## config.mk

```make
export PLATFORM = sky130hd
export DESIGN_NAME = controller_poller_flat
export DESIGN_NICKNAME = d
export VERILOG_FILES = /design/src/rtl/controller_poller_pkg.sv /design/src/rtl/controller_poller_if.sv /design/src/rtl/controller_poller_sync2.sv /design/src/rtl/controller_poller.sv /design/src/flat_wrapper.sv
export SDC_FILE = /design/constraint.sdc
export NUM_CORES = 1
export LEC_CHECK = 0
export BUFFER_PORTS_ARGS = -buffer_cell sky130_fd_sc_hd__buf_2
export CAP_MARGIN = 20
export CORE_ASPECT_RATIO = 0.9
export CORE_MARGIN = 8
export CORE_UTILIZATION = 30
export DETAILED_ROUTE_END_ITERATION = 10
export PLACE_DENSITY = 0.57
export SLEW_MARGIN = 20
export SYNTH_ARGS = -nofsm -noshare
export SYNTH_HDL_FRONTEND = slang
export SYNTH_SLANG_ARGS = --single-unit
```

## constraint.sdc

```tcl
create_clock -name clk -period 1.35 [get_ports clk]
set_input_delay 0.27 -clock clk [delete_from_list [all_inputs] [get_ports clk]]
set_output_delay 0.27 -clock clk [all_outputs]
set_load 0.005 [all_outputs]
```

## src/rtl/controller_poller_pkg.sv

```systemverilog
// Shared types and defaults for the game-pad poller.
package ctrl_pkg;

   // Frame sequencer states
   typedef enum logic [1:0] {
      IDLE  = 2'd0,
      LATCH = 2'd1,
      SHIFT = 2'd2,
      DONE  = 2'd3
   } state_e;

   // Bit index width: eight buttons per frame
   localparam int IDX_W = 3;

   // Default timing
   localparam int CLK_DIV_DEF     = 4;
   localparam int POLL_PERIOD_DEF = 200;

endpackage

```

## src/rtl/controller_poller_if.sv

```systemverilog
// Pad and core-side signals of the poller grouped into one bundle.
interface controller_poller_if;
   import ctrl_pkg::*;

   logic       poll_en;
   logic       pad_data;
   logic       pad_latch;
   logic       pad_clk;
   logic [7:0] controller_data;
   logic       int_req;
   logic       int_ack;

   // Poller side
   modport master (
      input  poll_en, pad_data, int_ack,
      output pad_latch, pad_clk, controller_data, int_req
   );

   // Host/pad side
   modport slave (
      output poll_en, pad_data, int_ack,
      input  pad_latch, pad_clk, controller_data, int_req
   );
endinterface

```

## src/rtl/controller_poller_sync2.sv

```systemverilog
// Generic two-flop synchroniser for an asynchronous single-bit input.
module sync2 #(
   parameter logic RST_VAL = 1'b1
) (
   input  logic clk,
   input  logic reset,
   input  logic d_i,
   output logic q_o
);

   logic meta_q;
   logic sync_q;

   // Two-stage capture; both stages reset to the idle level of the line
   always_ff @(posedge clk or negedge reset) begin
      if (!reset) begin
         meta_q <= RST_VAL;
         sync_q <= RST_VAL;
      end else begin
         meta_q <= d_i;
         sync_q <= meta_q;
      end
   end

   assign q_o = sync_q;

endmodule

```

## src/rtl/controller_poller.sv

```systemverilog
// NES-style serial pad poller: periodic latch, 8-bit serial read,
// byte presentation and change interrupt with acknowledge.
module controller_poller
   import ctrl_pkg::*;
#(
   parameter int CLK_DIV     = CLK_DIV_DEF,
   parameter int POLL_PERIOD = POLL_PERIOD_DEF
) (
   input  logic                 clk,
   input  logic                 reset,
   controller_poller_if.master  bus
);

   localparam int PH_W = $clog2(2 * CLK_DIV);
   localparam int PC_W = $clog2(POLL_PERIOD);

   localparam logic [PH_W-1:0]  PH_LAST   = PH_W'(2 * CLK_DIV - 1);
   localparam logic [PH_W-1:0]  PH_SAMPLE = PH_W'(CLK_DIV - 1);
   localparam logic [PH_W-1:0]  PH_HIGH   = PH_W'(CLK_DIV);
   localparam logic [PC_W-1:0]  PC_LAST   = PC_W'(POLL_PERIOD - 1);
   localparam logic [IDX_W-1:0] IDX_LAST  = IDX_W'(7);

   state_e           state_q,     state_d;
   logic [PH_W-1:0]  phase_q,     phase_d;
   logic [IDX_W-1:0] idx_q,       idx_d;
   logic [PC_W-1:0]  poll_cnt_q,  poll_cnt_d;
   logic [7:0]       shift_q,     shift_d;
   logic [7:0]       data_q,      data_d;
   logic             int_req_q,   int_req_d;
   logic             pad_latch_q, pad_latch_d;
   logic             pad_clk_q,   pad_clk_d;
   logic             poll_start;
   logic             pad_sync;

   // Pad line idles high (no button pressed), so the synchroniser resets to 1
   sync2 #(
      .RST_VAL (1'b1)
   ) u_pad_sync (
      .clk   (clk),
      .reset (reset),
      .d_i   (bus.pad_data),
      .q_o   (pad_sync)
   );

   // Poll counter: free-runs through a frame so starts stay evenly spaced;
   // parked at zero while idle and disabled
   always_comb begin
      poll_cnt_d = poll_cnt_q + PC_W'(1);
      poll_start = 1'b0;
      if (state_q == IDLE) begin
         if (!bus.poll_en) begin
            poll_cnt_d = '0;
         end else if (poll_cnt_q == PC_LAST) begin
            poll_cnt_d = '0;
            poll_start = 1'b1;
         end
      end
   end

   // Frame sequencer next state, serial capture and interrupt set/clear
   always_comb begin
      state_d   = state_q;
      phase_d   = phase_q;
      idx_d     = idx_q;
      shift_d   = shift_q;
      data_d    = data_q;
      int_req_d = int_req_q;

      // Acknowledge clears; a set in DONE below overrides it
      if (bus.int_ack) int_req_d = 1'b0;

      unique case (state_q)
         IDLE: begin
            if (poll_start) begin
               state_d = LATCH;
               phase_d = '0;
            end
         end
         LATCH: begin
            if (phase_q == PH_LAST) begin
               state_d = SHIFT;
               phase_d = '0;
               idx_d   = '0;
            end else begin
               phase_d = phase_q + PH_W'(1);
            end
         end
         SHIFT: begin
            // Capture at the end of the low half; wire is active-low
            if (phase_q == PH_SAMPLE) shift_d[idx_q] = ~pad_sync;
            if (phase_q == PH_LAST) begin
               phase_d = '0;
               if (idx_q == IDX_LAST) state_d = DONE;
               else                   idx_d   = idx_q + IDX_W'(1);
            end else begin
               phase_d = phase_q + PH_W'(1);
            end
         end
         DONE: begin
            data_d = shift_q;
            if (shift_q != data_q) int_req_d = 1'b1;
            state_d = IDLE;
         end
         default: state_d = IDLE;
      endcase

      // Pad strobes are registered so they line up with the state register
      pad_latch_d = (state_d == LATCH);
      pad_clk_d   = (state_d == SHIFT) && (phase_d >= PH_HIGH);
   end

   // State and output registers
   always_ff @(posedge clk or negedge reset) begin
      if (!reset) begin
         state_q     <= IDLE;
         phase_q     <= '0;
         idx_q       <= '0;
         poll_cnt_q  <= '0;
         shift_q     <= '0;
         data_q      <= '0;
         int_req_q   <= 1'b0;
         pad_latch_q <= 1'b0;
         pad_clk_q   <= 1'b0;
      end else begin
         state_q     <= state_d;
         phase_q     <= phase_d;
         idx_q       <= idx_d;
         poll_cnt_q  <= poll_cnt_d;
         shift_q     <= shift_d;
         data_q      <= data_d;
         int_req_q   <= int_req_d;
         pad_latch_q <= pad_latch_d;
         pad_clk_q   <= pad_clk_d;
      end
   end

   assign bus.pad_latch       = pad_latch_q;
   assign bus.pad_clk         = pad_clk_q;
   assign bus.controller_data = data_q;
   assign bus.int_req         = int_req_q;

endmodule

```

## src/flat_wrapper.sv

```systemverilog
// flat-port wrapper written by rule: the top's interface ports become plain ports
module controller_poller_flat import ctrl_pkg::*;
#(
   parameter int CLK_DIV     = CLK_DIV_DEF,
   parameter int POLL_PERIOD = POLL_PERIOD_DEF
)
  (clk, reset, bus_poll_en, bus_pad_data, bus_int_ack, bus_pad_latch, bus_pad_clk, bus_controller_data, bus_int_req);
  controller_poller_if bus_i ();
  input  logic clk;
  input  logic reset;
  input wire logic [$bits(bus_i.poll_en)-1:0] bus_poll_en;
  input wire logic [$bits(bus_i.pad_data)-1:0] bus_pad_data;
  input wire logic [$bits(bus_i.int_ack)-1:0] bus_int_ack;
  output wire logic [$bits(bus_i.pad_latch)-1:0] bus_pad_latch;
  output wire logic [$bits(bus_i.pad_clk)-1:0] bus_pad_clk;
  output wire logic [$bits(bus_i.controller_data)-1:0] bus_controller_data;
  output wire logic [$bits(bus_i.int_req)-1:0] bus_int_req;
  assign bus_i.poll_en = bus_poll_en;
  assign bus_i.pad_data = bus_pad_data;
  assign bus_i.int_ack = bus_int_ack;
  assign bus_pad_latch = bus_i.pad_latch;
  assign bus_pad_clk = bus_i.pad_clk;
  assign bus_controller_data = bus_i.controller_data;
  assign bus_int_req = bus_i.int_req;
  controller_poller #(.CLK_DIV(CLK_DIV), .POLL_PERIOD(POLL_PERIOD)) u_core (.clk(clk), .reset(reset), .bus(bus_i));
endmodule
```

==> results.toml <==
[finish]
n_antenna_cell = 0
area.sequential_sq_um = 932
layout-drive-gt1-share_pct = 51.2
final_nets = 221
fillers = 555
multi_input_area_sq_um = 1050
area.growth.synth_to_final_pct = 40.0

[worst_setup_path]
cp_cell_sequence = "ha_4, ha_4, o22a_1, o221a_2, nor3b_2"
worstPathArrival_ns = 1.64
max_stage_delay_ns = 0.41
cp_slowest_cell = "dfrtp_1"
worst_ep_required_time_ns = 1.51
crit_type = "reg2reg"
startpoint_type = "flop"
path_buf_inv = 0
end_kind = "flop"
cp_top_family = "compound AO/OA/AOI/OAI gates"
path_max_fanout = 5
cpMostUsedCell = "ha_4"

[clock_network]
cts_tree = "built"
htreeDepth = 2
clockBufferDepth = 2
cts_sinks = 37
path_clk_slew_ns = 0.07
clk_latency_ns = 0.28
cts_buffers = 5
root_buffer = "clkbuf_8"

[logic_synthesis]
syn_area_per_cell_sq_um = 11.8
ys_seq_area_share_pct = 51.0
netlist_instances = 155
ys_ff_latch = 37
synth_nets = 172
yosys_warnings = 0
syn_area_sq_um = 1820
yosys.cell_types.count = 37

[floorplan]
die_y_um = 89.9
num_rows = 27
dieArea_sq_um = 8830
ioPinCount = 16
core-area_sq_um = 5980
start_util_pct = 30.5
die_w_um = 98.1

[global_routing]
grt_max_degree = 20
grt_usage_pct = 8.81
grt_pass1_vias = 1410
grt_overflow_total = 0
antenna_found_initial = 0
grt_pass1_wl_mm = 6.46

[detailed_routing]
route.detailed.drc = 0
post_drt_wl_per_cell_um = 13.7
ant_nets = 0
drt_iter0_drc = 16
routed-via-count = 1320
first_pass_iters = 4
vias_per_cell = 4.77
drt-total-wl_mm = 3.79

[outcome]
violations = "negative setup slack"
status = "finished with violations"

[sta]
skew_ns = 0.00178
fin_ws_ns = -0.128
period_minus_slack_ns = 1.48
tns_ns = -0.782
rsz0062_at_grt = "yes"
hold_viol = 0
worst_slew_pin_slew_ns = 0.352
slew_viol_final = 0
finalSetupViolCount = 13
fin_crit_sh_pct = 110
relSlewSlack_pct = 76.5
fmax_mhz = 676

[min_path]
hold_class = "in2reg"

[place]
dpl.hpwl_mm = 2.61
numPortBuffers = 15
place_congestion = 0.765

[pwr]
ir_drop_v = 0.000523
p_leak_uw = 0.00110
p_total_uw = 2050
powerDensity_nw_per_um2 = 805

[job]
max_cap_viol_count = 0
[worst register-to-register path: stages, from the launching register on]
cell and delay (ns):
dfrtp_1 0.41, ha_4 0.19, ha_4 0.17, o22a_1 0.15, o221a_2 0.28, nor3b_2 0.16
[Yosys cell counts]
cell type | count | area, sq um
a21oi_1 | 2 | 10.0
nor2b_1 | 5 | 31.3
a22o_1 | 7 | 61.3
xor2_1 | 4 | 35.0
and4_1 | 1 | 8.76
nor2_1 | 8 | 30.0
nor3_1 | 1 | 5.00
nor3b_1 | 2 | 15.0
ha_1 | 12 | 150
nand2b_1 | 2 | 12.5
inv_1 | 6 | 22.5
mux2_2 | 9 | 101
nand4_1 | 2 | 12.5
dfstp_2 | 2 | 52.6
a21boi_0 | 1 | 7.51
nand3_1 | 5 | 25.0
a32oi_2 | 1 | 16.3
nor4b_4 | 1 | 23.8
nand2_1 | 5 | 18.8
nand3b_1 | 1 | 7.51
and3_1 | 1 | 6.26
dfrtp_1 | 35 | 876
o21ai_0 | 10 | 50.1
o41ai_1 | 2 | 17.5
nand3_2 | 1 | 10.0
o22a_1 | 1 | 8.76
o22ai_1 | 1 | 6.26
buf_2 | 1 | 5.00
buf_1 | 1 | 3.75
clkbuf_1 | 3 | 11.3
a21oi_2 | 1 | 8.76
o221a_2 | 1 | 11.3
o31ai_1 | 8 | 60.1
a21o_1 | 1 | 7.51
xnor2_1 | 9 | 78.8
and3_2 | 1 | 7.51
a31oi_1 | 1 | 6.26
[power breakdown]
group	leakage (uW)	internal [uW]	switching (uW)
Combinational	0.000594	29.6	34.0
Sequential	0.000448	1120	14.4
Clock	0.0000542	462	392
Total	0.00110	1610	441
[placed cells by master, fill, tap and decap left out, drive strengths merged]
cell type	netlist	layout
xnor2	9	9
nand2	5	5
a21o	1	1
and3	2	2
xor2	4	4
mux2	9	9
a21oi	3	3
nor2	8	8
ha	12	12
a21boi	1	1
o21ai	10	10
nand3	6	6
o31ai	8	8
inv	6	6
nand2b	2	2
nand3b	1	1
nor3b	2	2
a31oi	1	1
nor2b	5	5
a22o	7	7
nor4b	1	1
nor3	1	1
o41ai	2	2
dfstp	2	2
a32oi	1	1
o22a	1	1
nand4	2	2
dfrtp	35	35
clkbuf	3	7
o221a	1	1
o22ai	1	1
and4	1	1
clkinv	0	1
dlygate4sd3	0	1
buf	2	46
[sequential cells by signal, summed over array words and instances (netlist names), named ones only]
| signal | flops |
|---|---|
| u_core.shift_q | 8 |
| u_core.u_pad_sync.q_o | 1 |
| u_core.bus.pad_clk | 1 |
| u_core.bus.int_req | 1 |
| u_core.bus.pad_latch | 1 |
| u_core.u_pad_sync.meta_q | 1 |
| u_core.poll_cnt_q | 8 |
| u_core.state_q | 2 |
| u_core.idx_q | 3 |
| u_core.phase_q | 1 |
| u_core.bus.controller_data | 8 |
[metal layers]
layer  wire (um)  vias up  GRT usage [%]
met5           0        -              0
met4          22        0           2.68
met3         163        2           3.16
met2        1860       16           14.5
met1        1750      645           10.5
li1            -      657              -
[what timing repair did]
item / 4_1_cts / 5_1_grt
endpoints found under the setup margin: 21 / 33
setup buffers: 5 / 2
pin swaps: 8 / 6
hold buffers: 1 / 0
resized for setup: 15 / 21
hold endpoints to repair: 12 / 0
[layout make-up]
type | instances | share of cell area [%]
well taps | 72 | 3.53
inverters | 6 | 1.08
multi-input cells | 107 | 41.3
flip-flops and latches | 37 | 36.5
repair buffers | 47 | 13.5
clock buffers | 7 | 3.78
clock inverters | 1 | 0.196
[final timing paths]
| check | startpoint | endpoint | slack, ns | cells past startpoint |
|---|---|---|---|---|
| min reg2reg | u_core.u_pad_sync.meta_q | u_core.u_pad_sync.q_o | 0.36 | 0 |
| max reg2reg | flop | u_core.bus.pad_clk | -0.13 | 5 |
| max in group asynchronous | reset | u_core.u_pad_sync.meta_q | 0.43 | 3 |
| min | bus_pad_data | u_core.u_pad_sync.meta_q | 0.08 | 1 |
| min in group asynchronous | reset | u_core.bus.int_req | 0.42 | 2 |
| max | flop | u_core.bus.pad_clk | -0.13 | 5 |
[logic make-up (layout without fill, tap and decap cells)]
group,Yosys count,after routing,synth area share (%)
compound gates,37,37,14.9
flops,37,37,51.0
simple gates,36,36,11.7
xor+xnor,13,13,6.25
fa+ha+maj,12,12,8.24
buf+inv,11,61,2.33
mux,9,9,5.56
[per-stage QoR]
| step | setup slack, ns | cells | area [sq um] | utilization [%] | hold WS, ns |
|---|---|---|---|---|---|
| after global placement | -0.0958 | 261 | 2250 | 37.6 | 0.193 |
| after CTS | -0.130 | 275 | 2450 | 40.9 | 0.0730 |
| after floorplan | -0.0591 | 155 | 1910 | - | -0.0256 |
| after detailed placement | -0.134 | 261 | 2250 | 37.6 | 0.209 |
| final | -0.128 | 277 | 2550 | 42.7 | 0.0836 |
| after global routing | -0.164 | 277 | 2550 | 42.7 | 0.0639 |
(Power assumes the default switching activity.)
